==> src/rtl/decode_pkg.sv <==
// Decoded opcode space shared with the decode stage.
// Only the HI/LO-class encodings matter to the multiply/divide sequencer.
package decode_pkg;
    typedef enum logic [6:0] {
        OP_NOP   = 7'd0,
        OP_ADD   = 7'd1,
        OP_MULT  = 7'd8,
        OP_MULTU = 7'd9,
        OP_MUL   = 7'd10,
        OP_MADD  = 7'd11,
        OP_MADDU = 7'd12,
        OP_MSUB  = 7'd13,
        OP_MSUBU = 7'd14,
        OP_DIV   = 7'd16,
        OP_DIVU  = 7'd17,
        OP_MTHI  = 7'd20,
        OP_MTLO  = 7'd21
    } decoded_op_t;
endpackage

==> src/rtl/multdiv_pkg.sv <==
// Types and the opcode classifier shared by the HI/LO sequencer and its divider.
package multdiv_pkg;
    import decode_pkg::*;

    localparam int MD_DIV_ITERS = 32;

    typedef enum logic [2:0] {
        ST_IDLE, ST_MUL, ST_DIV_ABS, ST_DIV_ITER, ST_DIV_FIX
    } md_state_t;

    typedef enum logic [1:0] {MD_NONE, MD_MT, MD_MUL, MD_DIV} md_kind_t;

    typedef struct packed {
        md_kind_t kind;
        logic     sgn;      // signed operands
        logic     acc;      // accumulate into {hi,lo}
        logic     sub;      // accumulate by subtraction
        logic     lo_only;  // MUL: result to mul_result, HI/LO untouched
        logic     to_hi;    // MTHI rather than MTLO
    } md_class_t;

    function automatic md_class_t md_classify(input decoded_op_t op);
        md_class_t c;
        c = '0;
        case (op)
            OP_MULT:  begin c.kind = MD_MUL; c.sgn = 1'b1; end
            OP_MULTU: c.kind = MD_MUL;
            OP_MUL:   begin c.kind = MD_MUL; c.sgn = 1'b1; c.lo_only = 1'b1; end
            OP_MADD:  begin c.kind = MD_MUL; c.sgn = 1'b1; c.acc = 1'b1; end
            OP_MADDU: begin c.kind = MD_MUL; c.acc = 1'b1; end
            OP_MSUB:  begin c.kind = MD_MUL; c.sgn = 1'b1; c.acc = 1'b1; c.sub = 1'b1; end
            OP_MSUBU: begin c.kind = MD_MUL; c.acc = 1'b1; c.sub = 1'b1; end
            OP_DIV:   begin c.kind = MD_DIV; c.sgn = 1'b1; end
            OP_DIVU:  c.kind = MD_DIV;
            OP_MTHI:  begin c.kind = MD_MT; c.to_hi = 1'b1; end
            OP_MTLO:  c.kind = MD_MT;
            default:  ;
        endcase
        return c;
    endfunction
endpackage

==> src/rtl/multdiv_div_radix2.sv <==
// Unsigned restoring divider, one quotient bit per cycle. The first step is
// taken on the start edge so the result is ready ITERS cycles after start.
module div_radix2 #(
    parameter int W     = 32,
    parameter int ITERS = W
) (
    input  logic         clk,
    input  logic         resetn,
    input  logic         start,
    input  logic         abort,
    input  logic [W-1:0] dividend,
    input  logic [W-1:0] divisor,
    output logic [W-1:0] quotient,
    output logic [W-1:0] remainder,
    output logic         valid
);
    localparam int CW = $clog2(ITERS + 1);

    logic [W-1:0]  rem_q, rem_d, quo_q, quo_d, dvs_q, dvs_d;
    logic [CW-1:0] cnt_q, cnt_d;
    logic          run_q, run_d, valid_q, valid_d;
    logic [W-1:0]  r_src, q_src, d_src, r_nx, q_nx;
    logic [W:0]    trial;

    always_comb begin
        r_src = start ? '0 : rem_q;
        q_src = start ? dividend : quo_q;
        d_src = start ? divisor : dvs_q;
        trial = {r_src, q_src[W-1]} - {1'b0, d_src};
        if (!trial[W]) begin
            r_nx = trial[W-1:0];
            q_nx = {q_src[W-2:0], 1'b1};
        end else begin
            r_nx = {r_src[W-2:0], q_src[W-1]};
            q_nx = {q_src[W-2:0], 1'b0};
        end

        rem_d   = rem_q;
        quo_d   = quo_q;
        dvs_d   = dvs_q;
        cnt_d   = cnt_q;
        run_d   = run_q;
        valid_d = 1'b0;
        if (abort) begin
            run_d = 1'b0;
        end else if (start) begin
            rem_d   = r_nx;
            quo_d   = q_nx;
            dvs_d   = divisor;
            cnt_d   = CW'(ITERS - 1);
            run_d   = (ITERS > 1);
            valid_d = (ITERS == 1);
        end else if (run_q) begin
            rem_d = r_nx;
            quo_d = q_nx;
            cnt_d = cnt_q - 1'b1;
            if (cnt_q == CW'(1)) begin
                run_d   = 1'b0;
                valid_d = 1'b1;
            end
        end
    end

    always_ff @(posedge clk or negedge resetn) begin
        if (!resetn) begin
            rem_q   <= '0;
            quo_q   <= '0;
            dvs_q   <= '0;
            cnt_q   <= '0;
            run_q   <= 1'b0;
            valid_q <= 1'b0;
        end else begin
            rem_q   <= rem_d;
            quo_q   <= quo_d;
            dvs_q   <= dvs_d;
            cnt_q   <= cnt_d;
            run_q   <= run_d;
            valid_q <= valid_d;
        end
    end

    assign quotient  = quo_q;
    assign remainder = rem_q;
    assign valid     = valid_q;
endmodule

==> src/rtl/multdiv_sequencer.sv <==
// HI/LO multiply/divide sequencer for the execute stage. Owns HI/LO, runs one
// op at a time, and commits only if no flush arrives before the commit edge.
module multdiv_sequencer
    import multdiv_pkg::*;
#(
    parameter int MUL_CYCLES = 3,
    parameter int DIV_ITERS  = MD_DIV_ITERS
) (
    input  logic        clk,
    input  logic        resetn,
    input  logic        req_valid,
    output logic        req_ready,
    input  logic [6:0]  req_op,
    input  logic [31:0] req_a,
    input  logic [31:0] req_b,
    input  logic        flush,
    output logic        busy,
    output logic        done,
    output logic [31:0] mul_result,
    output logic [31:0] hi_out,
    output logic [31:0] lo_out
);
    localparam int CW = $clog2(MUL_CYCLES + 1);

    md_state_t     state_q, state_d;
    md_class_t     cls_q, cls_d, cls_in;
    logic [31:0]   a_q, a_d, b_q, b_d, hi_q, hi_d, lo_q, lo_d, mres_q, mres_d;
    logic [CW-1:0] cnt_q, cnt_d;
    logic          qneg_q, qneg_d, rneg_q, rneg_d;
    logic          done_q, done_d, zpend_q, zpend_d;
    logic          accept, div_start, div_valid;
    logic [63:0]   a_ext, b_ext, prod, acc_res;
    logic [31:0]   a_abs, b_abs, div_q, div_r;

    div_radix2 #(.W(32), .ITERS(DIV_ITERS)) u_div (
        .clk       (clk),
        .resetn    (resetn),
        .start     (div_start),
        .abort     (flush),
        .dividend  (a_abs),
        .divisor   (b_abs),
        .quotient  (div_q),
        .remainder (div_r),
        .valid     (div_valid)
    );

    always_comb begin
        cls_in  = md_classify(decode_pkg::decoded_op_t'(req_op));
        accept  = req_valid && (state_q == ST_IDLE) && !flush;
        a_ext   = {{32{cls_q.sgn & a_q[31]}}, a_q};
        b_ext   = {{32{cls_q.sgn & b_q[31]}}, b_q};
        prod    = a_ext * b_ext;
        acc_res = !cls_q.acc ? prod :
                  cls_q.sub  ? {hi_q, lo_q} - prod : {hi_q, lo_q} + prod;
        a_abs   = (cls_q.sgn && a_q[31]) ? -a_q : a_q;
        b_abs   = (cls_q.sgn && b_q[31]) ? -b_q : b_q;

        state_d   = state_q;
        cls_d     = cls_q;
        a_d       = a_q;
        b_d       = b_q;
        hi_d      = hi_q;
        lo_d      = lo_q;
        mres_d    = mres_q;
        cnt_d     = cnt_q;
        qneg_d    = qneg_q;
        rneg_d    = rneg_q;
        done_d    = 1'b0;
        zpend_d   = 1'b0;
        div_start = 1'b0;

        if (flush) begin
            state_d = ST_IDLE;
        end else begin
            case (state_q)
                ST_IDLE: begin
                    // A zero-divisor DIV returns to IDLE one cycle before its done pulse.
                    done_d = zpend_q;
                    if (accept) begin
                        cls_d = cls_in;
                        a_d   = req_a;
                        b_d   = req_b;
                        case (cls_in.kind)
                            MD_MT: begin
                                if (cls_in.to_hi) hi_d = req_a;
                                else              lo_d = req_a;
                                done_d = 1'b1;
                            end
                            MD_MUL: begin
                                state_d = ST_MUL;
                                cnt_d   = CW'(MUL_CYCLES - 1);
                            end
                            MD_DIV:  state_d = ST_DIV_ABS;
                            default: ;
                        endcase
                    end
                end
                ST_MUL: begin
                    if (cnt_q == '0) begin
                        if (cls_q.lo_only) mres_d = prod[31:0];
                        else               {hi_d, lo_d} = acc_res;
                        done_d  = 1'b1;
                        state_d = ST_IDLE;
                    end else begin
                        cnt_d = cnt_q - 1'b1;
                    end
                end
                ST_DIV_ABS: begin
                    if (b_q == '0) begin
                        zpend_d = 1'b1;
                        state_d = ST_IDLE;
                    end else begin
                        div_start = 1'b1;
                        qneg_d    = cls_q.sgn & (a_q[31] ^ b_q[31]);
                        rneg_d    = cls_q.sgn & a_q[31];
                        state_d   = ST_DIV_ITER;
                    end
                end
                ST_DIV_ITER: if (div_valid) state_d = ST_DIV_FIX;
                ST_DIV_FIX: begin
                    lo_d    = qneg_q ? -div_q : div_q;
                    hi_d    = rneg_q ? -div_r : div_r;
                    done_d  = 1'b1;
                    state_d = ST_IDLE;
                end
                default: state_d = ST_IDLE;
            endcase
        end
    end

    always_ff @(posedge clk or negedge resetn) begin
        if (!resetn) begin
            state_q <= ST_IDLE;
            cls_q   <= '0;
            a_q     <= '0;
            b_q     <= '0;
            hi_q    <= '0;
            lo_q    <= '0;
            mres_q  <= '0;
            cnt_q   <= '0;
            qneg_q  <= 1'b0;
            rneg_q  <= 1'b0;
            done_q  <= 1'b0;
            zpend_q <= 1'b0;
        end else begin
            state_q <= state_d;
            cls_q   <= cls_d;
            a_q     <= a_d;
            b_q     <= b_d;
            hi_q    <= hi_d;
            lo_q    <= lo_d;
            mres_q  <= mres_d;
            cnt_q   <= cnt_d;
            qneg_q  <= qneg_d;
            rneg_q  <= rneg_d;
            done_q  <= done_d;
            zpend_q <= zpend_d;
        end
    end

    assign req_ready  = (state_q == ST_IDLE);
    assign busy       = (state_q != ST_IDLE);
    assign done       = done_q;
    assign mul_result = mres_q;
    assign hi_out     = hi_q;
    assign lo_out     = lo_q;
endmodule

==> config.mk <==
export PLATFORM = sky130hd
export DESIGN_NAME = multdiv_sequencer
export DESIGN_NICKNAME = d
export VERILOG_FILES = /design/src/rtl/decode_pkg.sv /design/src/rtl/multdiv_pkg.sv /design/src/rtl/multdiv_div_radix2.sv /design/src/rtl/multdiv_sequencer.sv
export SDC_FILE = /design/constraint.sdc
export NUM_CORES = 2
export LEC_CHECK = 0
export BUFFER_PORTS_ARGS = -buffer_cell sky130_fd_sc_hd__buf_2
export CORE_UTILIZATION = 45
export DETAILED_ROUTE_END_ITERATION = 6
export PLACE_DENSITY = 0.58
export SKIP_LAST_GASP = 1
export SYNTH_ARGS = -nofsm -noshare
export SYNTH_HDL_FRONTEND = slang
export SYNTH_SLANG_ARGS = --single-unit
==> constraint.sdc <==
create_clock -name clk -period 25.2 [get_ports clk]
set_clock_uncertainty 0.1 [all_clocks]
set_input_delay 1.26 -clock clk [delete_from_list [all_inputs] [get_ports clk]]
set_output_delay 1.26 -clock clk [all_outputs]
set_load 0.1 [all_outputs]
==> After elaboration in Yosys (flattened, before gate mapping) <==
Index checks and enable logic that the tools add are counted.
{ "totals": {"reg_bits": 277, "input_bits": 75, "out_inout_bits": 99, "elab_cells": 159} }
{ "classes": {"eq_ne": 31, "mux": 65, "mul": 1, "bitwise": 6, "n_addsub": 9, "reduce_logical": 26} }
{ "ops": {"columns": ["operator", "count"], "rows": [
  ["$mux 32", 22],
  ["$pmux 32 s3", 2],
  ["$mux 64", 2],
  ["$neg 32->32", 4],
  ["$add 64x64->64", 1],
  ["$mul 33x33->64", 1],
  ["$sub 64x64->64", 1],
  ["$eq 7x4->1 const B", 7],
  ["$sub 33x32->33", 1],
  ["$logic_not 32->1", 1],
  ["$eq 7x5->1 const B", 4],
  ["$mux 1", 24],
  ["$reduce_and 7->1", 2],
  ["$mux 3", 4],
  ["$mux 6", 2],
  ["$pmux 3 s4", 1],
  ["$mux 2", 4],
  ["$ne 2x1->1 const B", 4],
  ["$ne 2x2->1 const B", 4],
  ["$reduce_and 4->1", 2],
  ["$reduce_or 7->1", 1],
  ["$eq 3x2->1 const B", 2],
  ["$eq 6x1->1 const B", 1],
  ["$pmux 2 s3", 1],
  ["other kinds (28)", 40]
]} }

==> Logic depth before layout (Yosys ltp) <==
{ "logic_depth": {"ltp_word": 9, "ltp_mapped": 49, "mapped_depth_nobuf": 43} }

==> Hierarchy <==
Synthesis repeated with hierarchy kept, for this count alone.
{ "hier_totals": {"hier_cells": 7127, "area_unflattened_um2": 61495.2} }
{ "by_module_without_submodules": {"columns": ["module", "n_inst", "seq_area_each_um2", "area_each_um2", "cells_each"], "rows": [
  ["multdiv_sequencer", 1, 4329.2, 54579.8, 6388],
  ["div_radix2", 1, 2602.5, 6915.4, 739]
]} }

==> Worst setup path after synthesis <==
Ideal clock, no wire load.
{ "synth_timing": {"path_type": "register to register", "start": "register a_q[31]", "end": "register hi_q[31], in the netlist hi_out[31]", "t_arrival_ns": 10.805, "required_ns": 25.022, "stages_incl_launch_ff": 47, "synth_period_minus_slack_ns": 10.983, "slack_ns": 14.217, "cell_sequence": "dfrtp_1 -> clkbuf_1 -> and2_1 -> clkbuf_1 -> clkbuf_1 -> buf_1 -> nand2_1 -> inv_1 -> fa_1 -> fa_1 -> fa_1 -> inv_1 -> fa_1 -> inv_1 -> fa_1 -> fa_1 -> inv_1 -> fa_1 -> (+11 left out) -> and3_1 -> nand2b_1 -> nand2b_1 -> xnor2_1 -> ha_1 -> clkbuf_1 -> a21o_1 -> a21o_1 -> a21oi_1 -> o21ai_0 -> a31o_2 -> a21oi_1 -> or3_1 -> nand2_1 -> a311oi_1 -> xnor2_1 -> nand2_1 -> a21oi_1"} }
{ "synth_via": {"elab_chain_cells": 8, "word_cells_on_any_way": 9, "cone_classes": "2 x add/sub; 1 x mul; 5 x mux; 1 x bitwise"} }
{ "synth_lines": {"columns": ["element", "line", "rtl"], "rows": [
  ["start, declared", "multdiv_sequencer.sv:27", "logic [31:0] a_q, a_d, b_q, b_d, hi_q, hi_d, lo_q, lo_d, mres_q, mres_d;"],
  ["start signal, assigned", "multdiv_sequencer.sv:135", "a_q <= '0;"],
  ["start signal, assigned", "multdiv_sequencer.sv:148", "a_q <= a_d;"],
  ["$and 1x1->1", "multdiv_sequencer.sv:50", "a_ext = {{32{cls_q.sgn & a_q[31]}}, a_q};"],
  ["$mul 33x33->64 (*)", "multdiv_sequencer.sv:52", "prod = a_ext * b_ext;"],
  ["$add 64x64->64 / $sub 64x64->64 (equally long branches)", "multdiv_sequencer.sv:54", "cls_q.sub ? {hi_q, lo_q} - prod : {hi_q, lo_q} + prod;"],
  ["$mux 64", "multdiv_sequencer.sv:54", null],
  ["$mux 64 (*)", "multdiv_sequencer.sv:53", "acc_res = !cls_q.acc ? prod :"],
  ["$mux 32 (*)", "multdiv_sequencer.sv:100", "if (cls_q.lo_only) mres_d = prod[31:0];"],
  ["$mux 32 (*)", "multdiv_sequencer.sv:99", "if (cnt_q == '0) begin"],
  ["$pmux 32 s3 (*)", "multdiv_sequencer.sv:75", "case (state_q)"],
  ["end signal, assigned", "multdiv_sequencer.sv:150", "hi_q <= hi_d;"],
  ["end, declared", "multdiv_sequencer.sv:27", null]
]} }
Mark *: on every way between the ends. The rest lies on a longest branch, timed or not. The select of a mux whose other input is x is not followed.
A chain may end at the register's enable or synchronous reset.

==> Worst setup path in the final report <==
Ends and elaborated chain as after synthesis.

==> results by group <==
Synth
  – Netlist cell types: 93
  – Area contributors post-synth: fa_1, dfrtp_1, inv_1
  – Top FF cell, synth: dfrtp_1
  – FFs w/ async S/R, synth: 100%
  – Most frequent cells after synthesis: inv_1, fa_1, nand2_1
  – Sequential share of the synthesized area: 11.5%
  – Mean post-synth cell area: just under 9 µm²
  – Yosys top cell by area: fa_1
  – Most frequent cell after synthesis: inv_1
  – Synth Net Count: 8436
  – Yosys warns: 0
  – Mapped Area: around 60000 µm²
  – Post-synth EDFFs: 0
  – Area share of the largest cell type after synthesis: a little under two fifths
  – #FFs+latches synth: 277
  – Synthesized instance count: 6918

Timing
  – Measured slew at the worst slew-check pin: between 1 and 1.5 ns
  – Slew Limit Fails: 0
  – # setup viols final: 0
  – Fin. Hold Viols: 0
  – Final setup TNS: 0 ns
  – Crit path time final: 14.37 ns
  – Part of the cycle the worst path needs: a little under three fifths
  – Unrepaired setup endpoints after global routing: false
  – Max Clock Freq: roughly 70 MHz
  – Slew margin rel.: about an eighth

Global routing
  – Pin count of the biggest net entering global routing: 144
  – Vias in the first global route: 51400
  – Initial antenna violation count: 11
  – First-pass GRT wire length: ~320000 µm
  – Global route total overflow: 0
  – Aggregate global-route resource usage: 31.2%

Setup path
  – Crit Reg-Reg Startpoint: a_q[31]
  – Worst path slowest cell: nor4bb_1
  – Worst R2R Path Depth: 40
  – Critical path arrival: between 10 and 15 ns
  – Setup CP Type: register to register
  – R2R Setup Slk: 10.83 ns
  – Critical path endpoint category: register
  – Critical Path Most Common Cell: fa_1
  – WP data required: between 20 and 30 ns
  – Reg2Reg Capture Point: hi_out[31]
  – Crit path max fanout: 27
  – CP peak stage delay: approximately 0.80 ns
  – Worst setup SP type: register

Finish
  – Area Growth Syn to Fin: 5.96%
  – Share of cells above drive strength 1: 7.04%
  – Final #Nets: 8326

Clocking
  – Clock sinks: 277
  – Resize count post-CTS: 0
  – CTS max path bufs: 3
  – Clock Root Buffer: clkbuf_16
  – Total CTS buffers: 36
  – # Post-CTS Setup Buffers: 0
  – Hold buffers post-CTS: 0
  – Clock Latency Late Sink: roughly 0.58 ns
  – H-tree levels: 2
  – Reg clk slew, reported paths: 0.06 ns
  – TritonCTS clock tree: built

Route
  – Drc violations: 0
  – DRT Wirelength: approximately 210000 µm
  – WL/cell: approximately 24 µm
  – Drt pass-1 iters: 6
  – Initial drt markers: 4002
  – DR vias/cell: 5.69
  – Antenna-violating nets left: 0
  – DR vias: roughly 50000

Die
  – Die Span X: about 370 µm
  – CORE AREA: 132000 µm²
  – Die Y: 368 µm
  – Rows: 133
  – DIE AREA: 135000 µm²
  – Num ports: 174
  – Starting density of the core: 45.6%

Place
  – Hpwl dp: 162000 µm
  – Port Buffer Count: 173
  – Routability cong.: 0.975

Hold path
  – Hold path endpoint: u_div.dvs_q[5]
  – Hold crit path type: register to register
  – Hold path start: u_div.dvs_q[5]
  – Hold Path Depth: 2

Status
  – Status: completed

Job
  – Max-Cap Viols: 0
[cell type report]
type	count	area (µm²)
Timing Repair Buffer	288	1750
Multi-Input combinational cell	5026	47200
Antenna cell	4	10.0
Clock buffer	48	1050
Sequential cell	277	6940
Fill cell	13100	68300
Clock inverter	16	224
Inverter	1179	4430
Tap cell	1755	2200
[sequential cells by signal, summed over array words and instances, names as in the netlist]
register         flops
hi_out              32
u_div.quotient      32
u_div.cnt_q          6
state_q              3
rneg_q               1
u_div.valid          1
cls_q                4
mul_result          32
u_div.remainder     32
qneg_q               1
cnt_q                2
b_q                 32
u_div.run_q          1
a_q                 32
u_div.dvs_q         32
zpend_q              1
lo_out              32
done                 1
[worst max-delay path, delay by kind of cell (launching register included)]
family,cells,cell delay (ns)
simple gates,9,3.09
xor+xnor,3,0.79
compound gates,14,3.77
flops,1,0.75
buf+inv,4,0.52
fa+ha+maj,10,5.27
[metal layers]
| layer | vias to the layer above | wire length [µm] | GRT usage (%) |
|---|---|---|---|
| li1 | 21400 | - | - |
| met1 | 25200 | 85600 | 41.2 |
| met2 | 1775 | 97600 | 51.4 |
| met3 | 445 | 13600 | 4.40 |
| met4 | 16 | 10100 | 12.9 |
| met5 | - | 114 | 0 |
[per-stage QoR]
| step | setup slack, ns | utilization, % | cell area [µm²] | hold WS [ns] | cells |
|---|---|---|---|---|---|
| 6_report | 10.83 | 48.3 | 63800 | 0.367 | 8593 |
| 5_1_grt | 10.51 | 48.3 | 63800 | 0.385 | 8589 |
| 4_1_cts | 11.30 | 48.3 | 63800 | 0.370 | 8589 |
| 3_5_place_dp | 11.36 | 47.3 | 62500 | 0.356 | 8525 |
| 3_3_place_gp | 11.22 | 47.3 | 62500 | 0.349 | 8525 |
| 2_1_floorplan | 14.22 | - | 60200 | 0.334 | 6918 |
[cell families (layout without fill, tap and decap cells)]
| kind of cell | Yosys count | after routing | share of synthesized area (%) |
|---|---|---|---|
| AO/OA/AOI/OAI | 1010 | 1010 | 10.8 |
| XOR/XNOR | 332 | 332 | 4.83 |
| adder cells (fa/ha/maj) | 1443 | 1443 | 44.0 |
| buffers and inverters | 1615 | 1531 | 10.2 |
| flip-flops | 277 | 277 | 11.5 |
| multiplexers | 107 | 107 | 1.95 |
| other | 0 | 4 | 0 |
| AND/OR/NAND/NOR | 2134 | 2134 | 16.7 |
[layout by cell type, fill, tap and decap left out, types with 77 or more instances in the layout]
cell / instances
fa_1: 1127
o21ai_0: 181
xor2_1: 117
a31oi_1: 77
a21oi_1: 302
and2_1: 431
mux2_2: 80
buf_4: 114
xnor2_1: 215
dfrtp_1: 273
buf_2: 172
ha_1: 316
nor2_1: 342
a21o_1: 95
inv_1: 1177
nand2_1: 989
[how the worst max path moves through the flow]
stage                     cells after the start          to  slack (ns)     from
after CTS                                    34  hi_out[28]       11.30  a_q[31]
after detailed placement                     34  hi_out[28]       11.36  a_q[31]
final                                        40  hi_out[31]       10.83  a_q[31]
after global placement                       34  hi_out[28]       11.22  a_q[31]
after global routing                         34  hi_out[28]       10.51  a_q[31]
after floorplan                              46  hi_out[31]       14.22  a_q[31]
Power is not shown: default switching activity piles up to over one toggle a cycle in this logic, so the estimate is an artifact.
